File: config.mk
export PLATFORM = sky130hd
export DESIGN_NAME = gerenciador_chamadas
export DESIGN_NICKNAME = d
export VERILOG_FILES = /design/src/rtl/gerenciador_chamadas.sv
export SDC_FILE = /design/constraint.sdc
export NUM_CORES = 1
export LEC_CHECK = 0
export CORE_UTILIZATION = 45
export CTS_CLUSTER_DIAMETER = 200
export DETAILED_ROUTE_END_ITERATION = 6
export DONT_BUFFER_PORTS = 1
export GPL_ROUTABILITY_DRIVEN = 0
export GPL_TIMING_DRIVEN = 1
export PLACE_DENSITY = 0.61
export SLEW_MARGIN = 0
export SYNTH_ARGS = -nofsm -noshare
export SYNTH_HDL_FRONTEND = slang
export SYNTH_SLANG_ARGS = --single-unit
export TNS_END_PERCENT = 100
File: constraint.sdc
create_clock -name clock_in -period 6.6 [get_ports clock_in]
set_input_delay 1.32 -clock clock_in [delete_from_list [all_inputs] [get_ports clock_in]]
set_output_delay 1.32 -clock clock_in [all_outputs]
set_load 0.02 [all_outputs]
File: src/rtl/gerenciador_chamadas.sv
// gerenciador_chamadas: request latch, SCAN target selection and door sequencing for
// controle_andares.
//
// Ports:
//   clock_in           system clock, rising edge
//   reset              synchronous, active-high
//   botoes[3:0]        level-sensitive call buttons, bit i = floor i
//   andar[1:0]         current floor reported by controle_andares
//   seletor_andar[1:0] target floor handed to controle_andares
//   pessoa_para_descer high while the door is open
//   porta_fechada      high only while the door is fully closed
//   pedidos[3:0]       pending-request register
//   direcao            1 = up, 0 = down
//   estado[1:0]        0 PARADO, 1 MOVENDO, 2 ABERTA, 3 FECHANDO
module gerenciador_chamadas #(
  parameter int unsigned TEMPO_PORTA  = 4,
  parameter int unsigned TEMPO_FECHAR = 2,
  parameter int unsigned LARG_TEMP    = 3
) (
  input  logic       clock_in,
  input  logic       reset,
  input  logic [3:0] botoes,
  input  logic [1:0] andar,
  output logic [1:0] seletor_andar,
  output logic       pessoa_para_descer,
  output logic       porta_fechada,
  output logic [3:0] pedidos,
  output logic       direcao,
  output logic [1:0] estado
);

  typedef enum logic [1:0] {
    StParado   = 2'd0,
    StMovendo  = 2'd1,
    StAberta   = 2'd2,
    StFechando = 2'd3
  } estado_t;

  localparam logic [LARG_TEMP-1:0] CargaPorta  = LARG_TEMP'(TEMPO_PORTA - 1);
  localparam logic [LARG_TEMP-1:0] CargaFechar = LARG_TEMP'(TEMPO_FECHAR - 1);

  estado_t              r_estado;
  logic [1:0]           r_sel;
  logic [3:0]           r_ped;
  logic                 r_dir;
  logic                 r_porta;
  logic                 r_pessoa;
  logic [LARG_TEMP-1:0] r_timer;

  estado_t              w_estado_prox;
  logic [1:0]           w_sel_prox;
  logic [3:0]           w_ped_prox;
  logic                 w_dir_prox;
  logic [LARG_TEMP-1:0] w_timer_prox;

  logic                 w_cima_ok;
  logic [1:0]           w_cima;
  logic                 w_baixo_ok;
  logic [1:0]           w_baixo;
  logic [3:0]           w_mascara;
  logic                 w_porta_aberta;
  logic                 w_entra_aberta;

  // Nearest pending floor strictly above and strictly below the current floor.
  always_comb begin
    w_cima_ok  = 1'b0;
    w_cima     = 2'd0;
    w_baixo_ok = 1'b0;
    w_baixo    = 2'd0;
    // Scanning downwards leaves the lowest floor above andar.
    for (int i = 3; i >= 0; i--) begin
      if ((2'(i) > andar) && r_ped[i]) begin
        w_cima_ok = 1'b1;
        w_cima    = 2'(i);
      end
    end
    // Scanning upwards leaves the highest floor below andar.
    for (int i = 0; i < 4; i++) begin
      if ((2'(i) < andar) && r_ped[i]) begin
        w_baixo_ok = 1'b1;
        w_baixo    = 2'(i);
      end
    end
  end

  always_comb begin
    w_estado_prox = r_estado;
    w_sel_prox    = r_sel;
    w_dir_prox    = r_dir;
    w_timer_prox  = r_timer;

    case (r_estado)
      StParado: begin
        w_sel_prox   = andar;
        w_timer_prox = '0;
        if (r_ped[andar]) begin
          w_estado_prox = StAberta;
          w_timer_prox  = CargaPorta;
        end else if (r_ped != 4'b0000) begin
          w_estado_prox = StMovendo;
          // Keep direction while something lies ahead, otherwise reverse.
          if ((r_dir && w_cima_ok) || (!r_dir && !w_baixo_ok)) begin
            w_sel_prox = w_cima;
            w_dir_prox = 1'b1;
          end else begin
            w_sel_prox = w_baixo;
            w_dir_prox = 1'b0;
          end
        end
      end
      StMovendo: begin
        if (andar == r_sel) begin
          w_estado_prox = StAberta;
          w_timer_prox  = CargaPorta;
        end else if (r_dir && w_cima_ok && (w_cima < r_sel)) begin
          w_sel_prox = w_cima;
        end else if (!r_dir && w_baixo_ok && (w_baixo > r_sel)) begin
          w_sel_prox = w_baixo;
        end
      end
      StAberta: begin
        if (botoes[andar]) begin
          w_timer_prox = CargaPorta;
        end else if (r_timer == '0) begin
          w_estado_prox = StFechando;
          w_timer_prox  = CargaFechar;
        end else begin
          w_timer_prox = r_timer - 1'b1;
        end
      end
      StFechando: begin
        if (botoes[andar]) begin
          w_estado_prox = StAberta;
          w_timer_prox  = CargaPorta;
        end else if (r_timer == '0) begin
          w_estado_prox = StParado;
          w_timer_prox  = '0;
        end else begin
          w_timer_prox = r_timer - 1'b1;
        end
      end
      default: begin
        w_estado_prox = StParado;
      end
    endcase
  end

  // Request latching: the current floor's button is ignored while the door is open or
  // closing, and the current floor is cleared on entry to ABERTA (clear beats set).
  always_comb begin
    w_mascara      = 4'b0001 << andar;
    w_porta_aberta = (r_estado == StAberta) || (r_estado == StFechando);
    w_entra_aberta = (w_estado_prox == StAberta) && (r_estado != StAberta);
    w_ped_prox     = r_ped | botoes;
    if (w_porta_aberta) begin
      w_ped_prox = r_ped | (botoes & ~w_mascara);
    end
    if (w_entra_aberta) begin
      w_ped_prox = w_ped_prox & ~w_mascara;
    end
  end

  always_ff @(posedge clock_in) begin
    if (reset) begin
      r_estado <= StParado;
      r_sel    <= 2'd0;
      r_ped    <= 4'b0000;
      r_dir    <= 1'b1;
      r_porta  <= 1'b1;
      r_pessoa <= 1'b0;
      r_timer  <= '0;
    end else begin
      r_estado <= w_estado_prox;
      r_sel    <= w_sel_prox;
      r_ped    <= w_ped_prox;
      r_dir    <= w_dir_prox;
      r_timer  <= w_timer_prox;
      // Door flags are registered from the next state so they line up with estado.
      r_porta  <= (w_estado_prox == StParado) || (w_estado_prox == StMovendo);
      r_pessoa <= (w_estado_prox == StAberta);
    end
  end

  assign seletor_andar      = r_sel;
  assign pessoa_para_descer = r_pessoa;
  assign porta_fechada      = r_porta;
  assign pedidos            = r_ped;
  assign direcao            = r_dir;
  assign estado             = r_estado;

endmodule

* Word-level counts from Yosys, hierarchy flattened
Index checks and enable logic that the tools add are counted.
** Storage, ports and cells
- Logic and storage cells :: 106
- Bits of input ports :: 8
- Register bits :: 14
- Output and inout bits :: 11
** Operators by class
- Magnitude comparators :: 11
- Shifts and indexed selects :: 1
- $add $sub $neg :: 1
- Eq/ne operators :: 10
- Multiplexer cells :: 44
- Bitwise gates (word level) :: 6
- Reduce and logical (&&, ||, !) cells :: 26
** Operator list (number)
- 2-bit two-way mux :: 20
- 3-bit two-way mux :: 5
- 1-bit logical AND :: 14
- 1-bit two-way mux :: 12
- 3-bit one-hot mux with 4 select lines :: 1
- 4-bit bitwise AND :: 2
- 4-bit two-way mux :: 2
- 4-bit OR :: 2
- 2-bit one-hot mux with 4 select lines :: 1
- 2-bit equality test (second input constant) :: 3
- 2-bit != test (second input constant) :: 3
- 3-bit AND reduction :: 2
- 1-bit binary-select mux with 2-bit select :: 2
- 2-bit by 1-bit equality test with 1-bit output (second input constant) :: 2
- 1-bit by 2-bit > comparator with 1-bit output (first input constant) :: 2
- 2-bit > comparator (first input constant) :: 2
- 2-bit zero test :: 2
- 1-bit by 2-bit < comparator with 1-bit output (first input constant) :: 2
- 2-bit < comparator (first input constant) :: 2
- 4-bit NOT :: 1
- 2-bit one-hot mux with 2 select lines :: 1
- 4-bit nonzero test :: 1
- 1-bit by 2-bit left shift with 4-bit output (first input constant) :: 1
- 3-bit zero test :: 1
- other kinds (10) :: 13

* Logic depth before layout (Yosys ltp)
Gate-level depths: netlist of the first run.
- Word-level depth :: 13
- Gate-level depth with buffers :: 10
- Gate-level depth less buffers :: 9

* Least setup slack after synthesis of the first run
Ideal clock, no wire load.
- Kind :: input -> register
- Start :: input port andar[1]
- End :: register r_sel[1], in the netlist seletor_andar[1]
- Setup time :: 0.116 ns
- Stages on the path :: 8
- Arrival time :: 3.404 ns
- Path buffers :: 2
- Setup slack :: 3.080 ns
- Data required time :: 6.484 ns
- Cells stage by stage :: buf_2 -> buf_1 -> nor2_1 -> a221oi_1 -> ha_1 -> a221o_1 -> a311o_1 -> o211a_1
** Between the ends
- Cells in the longest elaborated chain, start to end :: 13
- Elaborated cells on any way between the ends :: 53
- Those cells by class :: 10 x order compare; 3 x eq/ne; 24 x mux; 16 x reduce/logical
** RTL lines
- start: declaration :: line 23 : input logic [1:0] andar,
- 1-bit by 2-bit < comparator with 1-bit output :: line 79 : if ((2'(i) < andar) && r_ped[i]) begin
- 1-bit logical AND :: line 79
- 1-bit two-way mux (4 in series) :: line 79
- 1-bit zero test :: line 102 : if ((r_dir && w_cima_ok) || (!r_dir && !w_baixo_ok)) begin
- 1-bit logical AND :: line 102
- 1-bit logical OR :: line 102
- 2-bit two-way mux :: line 102
- 2-bit two-way mux :: line 99 : end else if (r_ped != 4'b0000) begin
- 2-bit two-way mux :: line 96 : if (r_ped[andar]) begin
- 2-bit one-hot mux with 2 select lines :: line 92 : case (r_estado)
- end signal: assignment :: line 174 : r_sel <= w_sel_prox;
- end: declaration :: line 43 : logic [1:0] r_sel;
Parallel ways exist; a longest one is shown, timed or not. The select of a mux whose other input is x is not followed.
A chain may end at the register's enable or synchronous reset.

* Worst setup path in the final report of the first run
- Start :: input port andar[0]
- End :: register r_sel[1], in the netlist seletor_andar[1]
Same word-level chain as after synthesis.

==> results of run 1 <==
-- placed cells by master (no fill, tap or decap), types with 2 or more instances in the layout --
master / instances
nand2_1: 9
and2_1: 2
o21a_1: 3
ha_1: 3
a221oi_1: 3
dfxtp_1: 14
nor3_1: 2
a21oi_1: 11
a211oi_1: 8
o21ai_0: 5
and3_1: 2
nor2b_1: 5
a21o_1: 3
nor2_1: 11
inv_1: 7
clkbuf_4: 3
nand2b_1: 2
or2_1: 2
nand3_1: 2
xor2_1: 3
o211ai_1: 2
a211o_1: 3
mux2i_1: 2
-- worst paths after layout --
path,cells after the start,end,slack (ns),start
setup / recovery,6,seletor_andar[1]$_SDFFE_PP0P_,3.62,andar[0]
hold / removal,1,r_timer[2]$_SDFFE_PP0P_,0.51,r_timer[2]$_SDFFE_PP0P_
setup reg to reg,6,seletor_andar[1]$_SDFFE_PP0P_,4.07,pedidos[3]$_SDFF_PP0_
hold reg to reg,1,r_timer[2]$_SDFFE_PP0P_,0.51,r_timer[2]$_SDFFE_PP0P_
-- metal layers --
metal	global-route usage	routed length [um]
met5	0	0
met2	0.3444	1151
met1	0.3067	1217
met4	0.05556	15
met3	0.05455	115
-- cell usage after synthesis (3+ instances only) --
cell      instances
dfxtp_1          14
a21oi_1          11
nor2_1           11
nand2_1           9
a211oi_1          8
inv_1             7
nor2b_1           5
o21ai_0           5
clkbuf_1          4
a211o_1           3
a21o_1            3
a221oi_1          3
ha_1              3
o21a_1            3
xor2_1            3
-- state kept, by name, indices dropped and copies added, names as in the netlist --
name and cells:
direcao 1, estado 2, pedidos 4, pessoa_para_descer 1, porta_fechada 1, r_timer 3
seletor_andar 2
-- power by group --
group,leakage [nW],total [mW],internal [mW],switching [mW]
Combinational,0.288,0.198,0.0900,0.108
Clock,0.0210,0.0638,0.0335,0.0303
Sequential,0.116,0.184,0.111,0.0736
Total,0.425,0.446,0.234,0.212
-- area by class of cell --
cell class	instances	area, um2	area share
well taps	28	35.03	0.03241
clock buffers	4	36.28	0.03356
flip-flops and latches	14	280.3	0.2593
multi-input cells	101	703.2	0.6505
inverters	7	26.28	0.02431
-- logic make-up (layout without fill, tap and decap cells) --
| kind of cell | count (synthesis) | count (layout) | synth area share |
|---|---|---|---|
| flops | 14 | 14 | 0.2670 |
| fa+ha+maj | 3 | 3 | 0.03576 |
| xor+xnor | 3 | 3 | 0.02503 |
| simple gates | 42 | 42 | 0.2038 |
| buf+inv | 15 | 11 | 0.06317 |
| compound gates | 49 | 49 | 0.3397 |
| mux | 4 | 4 | 0.06556 |
-- critical path, cell delays in order --
cell and delay [ns]:
nand2b_1 0.12, a221oi_1 0.46, ha_1 0.33, a221o_1 0.35
a311o_1 0.36, o211a_1 0.23
==> flow_summary_export.csv, run 1 <==
group,metric,value,unit
yosys,netlist_instances,130,
clocking,cts_setup_buffers,0,
global_route,overflow,0,
sta,worst_slew_pin_slew,0.6534,ns
sta,finalCritPeriodShare,0.4514,
routing,wl_per_cell,16.23,um
routing,postRouteAntennaNets,0,
sta,slew_headroom,0.5638,
power_and_ir_drop,p_leak,0.4254,nW
yosys,syn_nets,141,
finish,nNetsFinal,138,
finish,final_cells,154,
status,status,"completed",
sta,fmax,335.7,MHz
yosys,ys_warn_count,0,
run,maxCapViolations,0,
clocking,cts_tree,"done",
min_path,hold_class,"flip-flop to flip-flop",
floorplanning,core-area,0.002212,mm2
placement,dpl-instance-area,0.001045,mm2
worst_setup_path,path_max_fanout,18,
yosys,async_reset_ff_frac,0,
floorplanning,die_y,50.30,um
sta,drv_slew,0,
yosys,synthTopCellsByArea,"dfxtp_1, a211oi_1, a21oi_1",
placement,place_hpwl,1829,um
finish,stdcell_area,0.001081,mm2
finish,insertedDiodeCount,0,
sta,finalWorstSetupSlack,3.621,ns
yosys,synth_area,0.001050,mm2
placement,dp_cells,150,
floorplanning,rows,17,
clocking,cts_max_path_buffers,2,
global_route,grt_util_all_layers,0.2221,
yosys,ys_seq_area_frac,0.2670,
clocking,ctsResizeCount,0,
clocking,htreeDepth,1,
finish,nFillCells,231,
yosys,synth_cell_types,44,
global_route,antenna_found_initial,0,
finish,areaGrowthSynthToFinish,2.980,%
yosys,synth.top_cell.area_share,0.2670,
routing,drc,0,
yosys,synth-main-ff-cell,"dfxtp_1",
placement,portBuffers,0,
routing,dr.pass1.iters,4,
clocking,root_buffer,"clkbuf_4",
yosys,synth_edf_count,0,
global_route,grt_pass1_wl,4333,um
worst_setup_path,cp-end-kind,"flip-flop",
sta,rsz0062_at_grt,"no",
power_and_ir_drop,ir_drop,0.2005,mV
finish,drive_gt1_frac,0.07937,
floorplanning,start_util,0.4745,
routing,drtIter0Drc,30,
placement,post-place-ws,3.341,ns
power_and_ir_drop,powerDensity,412.3,mW/mm2
worst_setup_path,start_kind,"input port",
clocking,clkSinkCount,14,
sta,skew,0.006583,ns
yosys,synth_top_area_cell,"dfxtp_1",
clocking,worstSkewPairLatency,0.28,ns
yosys,avgSynthCellArea,8.075,um2
routing,routed_wl,2499,um
clocking,cts_buffers,3,
global_route,grt_pass1_vias,936,
sta,setup_tns,0,ns
routing,viasPerCell,6.247,
power_and_ir_drop,power.total,0.4457,mW
floorplanning,die-area,0.002530,mm2
floorplanning,die_x,50.30,um
finish,utilization,0.4887,
floorplanning,io-pin-count,19,
clocking,holdBufCountCts,0,
sta,holdWs,0.5093,ns
global_route,grt_max_degree,19,
worst_setup_path,setup.worst_path.class,"input port to flip-flop",
worst_setup_path,cp_data_arrival_time,3.16,ns
worst_setup_path,required,6.78,ns
sta,hold_violations,0,
clocking,clkTransAtPathRegs,0.10,ns
sta,final-setup-viol-count,0,
routing,via_count,962,
sta,fin_crit,2.979,ns
yosys,ys_seq_elements,14,
(Power assumes the default switching activity.)
==> inputs of run 2 (changes only) <==
Settings changed: PLACE_DENSITY 0.61 to 0.63.
Clock period 6.6 ns to 2.68 ns, I/O delays scaled along.
==> flow_summary_export.csv, run 2 (same netlist as run 1, synthesis figures left out) <==
group,metric,value,unit
power_and_ir_drop,power.total,1.117,mW
floorplanning,die-area,0.002530,mm2
sta,slew_headroom,0.5927,
clocking,htreeDepth,1,
placement,portBuffers,0,
sta,worst_slew_pin_slew,0.6101,ns
routing,wl_per_cell,15.70,um
worst_setup_path,regToRegSetupSlack,0.38,ns
finish,largest_register_ffs,4,
worst_setup_path,setup.worst_path.class,"flip-flop to flip-flop",
global_route,grt_util_all_layers,0.2141,
power_and_ir_drop,ir_drop,0.4827,mV
finish,final_cell_mix,"dfxtp_1, nor2_1, a21oi_1",
worst_setup_path,required,2.89,ns
routing,viasPerCell,6.344,
sta,skew,0.01434,ns
worst_setup_path,start_kind,"flip-flop",
sta,finalCritPeriodShare,0.8565,
power_and_ir_drop,powerDensity,1012,mW/mm2
finish,seq_area,280.3,um2
routing,via_count,996,
clocking,clkTransAtPathRegs,0.10,ns
global_route,antenna_found_initial,0,
sta,final-setup-viol-count,0,
floorplanning,start_util,0.4745,
floorplanning,core-area,0.002212,mm2
finish,multi_input_area,703.2,um2
run,maxCapViolations,0,
worst_setup_path,cp_data_arrival_time,2.50,ns
floorplanning,die_x,50.30,um
finish,nNetsFinal,141,
sta,fmax,435.7,MHz
clocking,ctsResizeCount,0,
sta,drv_slew,0,
routing,routed_wl,2465,um
routing,postRouteAntennaNets,0,
sta,fin_crit,2.295,ns
clocking,holdBufCountCts,0,
clocking,cts_max_path_buffers,2,
global_route,overflow,0,
routing,dr.pass1.iters,4,
status,status,"completed",
sta,rsz0062_at_grt,"no",
clocking,worstSkewPairLatency,0.30,ns
clocking,cts_buffers,3,
floorplanning,rows,17,
floorplanning,die_y,50.30,um
clocking,cts_setup_buffers,0,
min_path,hold_class,"input port to flip-flop",
finish,insertedDiodeCount,0,
clocking,root_buffer,"clkbuf_4",
global_route,grt_pass1_vias,949,
worst_setup_path,path_max_fanout,10,
routing,drtIter0Drc,23,
finish,final_common_cell,"dfxtp_1",
clocking,cts_tree,"done",
placement,place_hpwl,1849,um
clocking,clkSinkCount,14,
sta,hold_violations,0,
finish,drive_gt1_frac,0.1008,
global_route,grt_pass1_wl,4153,um
global_route,grt_max_degree,19,
routing,drc,0,
worst_setup_path,cp-end-kind,"flip-flop",
power_and_ir_drop,p_leak,0.4407,nW
finish,nFillCells,219,
finish,areaGrowthSynthToFinish,5.125,%
floorplanning,io-pin-count,19,
sta,setup_tns,0,ns
[run 2: changes by cell type in the layout (fill, tap and decap cells not counted), sizes merged]
cell / delta
buf: +3
[run 2: per-stage QoR]
| step | hold slack (ns) | std cells | setup WS (ns) | area [um2] | util |
|---|---|---|---|---|---|
| 5_1_grt | 0.2810 | 157 | 0.2189 | 1104 | 0.4989 |
| 4_1_cts | 0.2884 | 157 | 0.3879 | 1104 | 0.4989 |
| 6_report | 0.2864 | 157 | 0.3846 | 1104 | 0.4989 |
| 3_5_place_dp | 0.4907 | 153 | 0.2457 | 1067 | 0.4825 |
| 2_1_floorplan | 0.4660 | 130 | 0.009818 | 1051 | - |
| 3_3_place_gp | 0.4810 | 153 | 0.2758 | 1067 | 0.4825 |
[run 2: per-layer routing]
layer  routed length, um  up-vias  part of all wire  GRT usage
li1                    -      487                 -          -
met5                   0        -                 0          0
met2                1138       33              0.46     0.3511
met1                1137      472              0.46     0.2668
met3                 156        4             0.063    0.06364
met4                  31        0             0.013    0.06944
[run 2: layout make-up]
class / instances / share of cell area
Timing Repair Buffer: 3 / 0.02041
Tap cell: 28 / 0.03175
Multi-Input combinational cell: 101 / 0.6372
Inverter: 7 / 0.02381
Sequential cell: 14 / 0.2540
Clock buffer: 4 / 0.03288
[run 2: path summary, 6_finish.rpt]
check | from | end | depth (start not counted)
setup / recovery | pedidos[1]$_SDFF_PP0_ | seletor_andar[1]$_SDFFE_PP0P_ | 5
hold / removal | reset | pedidos[3]$_SDFF_PP0_ | 1
setup reg to reg | pedidos[1]$_SDFF_PP0_ | seletor_andar[1]$_SDFFE_PP0P_ | 5
hold reg to reg | r_timer[1]$_SDFFE_PP0P_ | r_timer[1]$_SDFFE_PP0P_ | 2
[run 2: power by group]
| group | leakage (nW) | switching [mW] | internal [mW] |
|---|---|---|---|
| clock network | 0.0210 | 0.0814 | 0.0829 |
| registers | 0.116 | 0.153 | 0.273 |
| logic | 0.303 | 0.293 | 0.234 |
| total | 0.441 | 0.527 | 0.589 |
[run 2: worst max-delay path: stages, from the launching register on]
cell and delay [ns]:
dfxtp_1 0.48, a221oi_1 0.48, ha_1 0.33, a221o_1 0.35, a311o_1 0.35, o211a_1 0.23
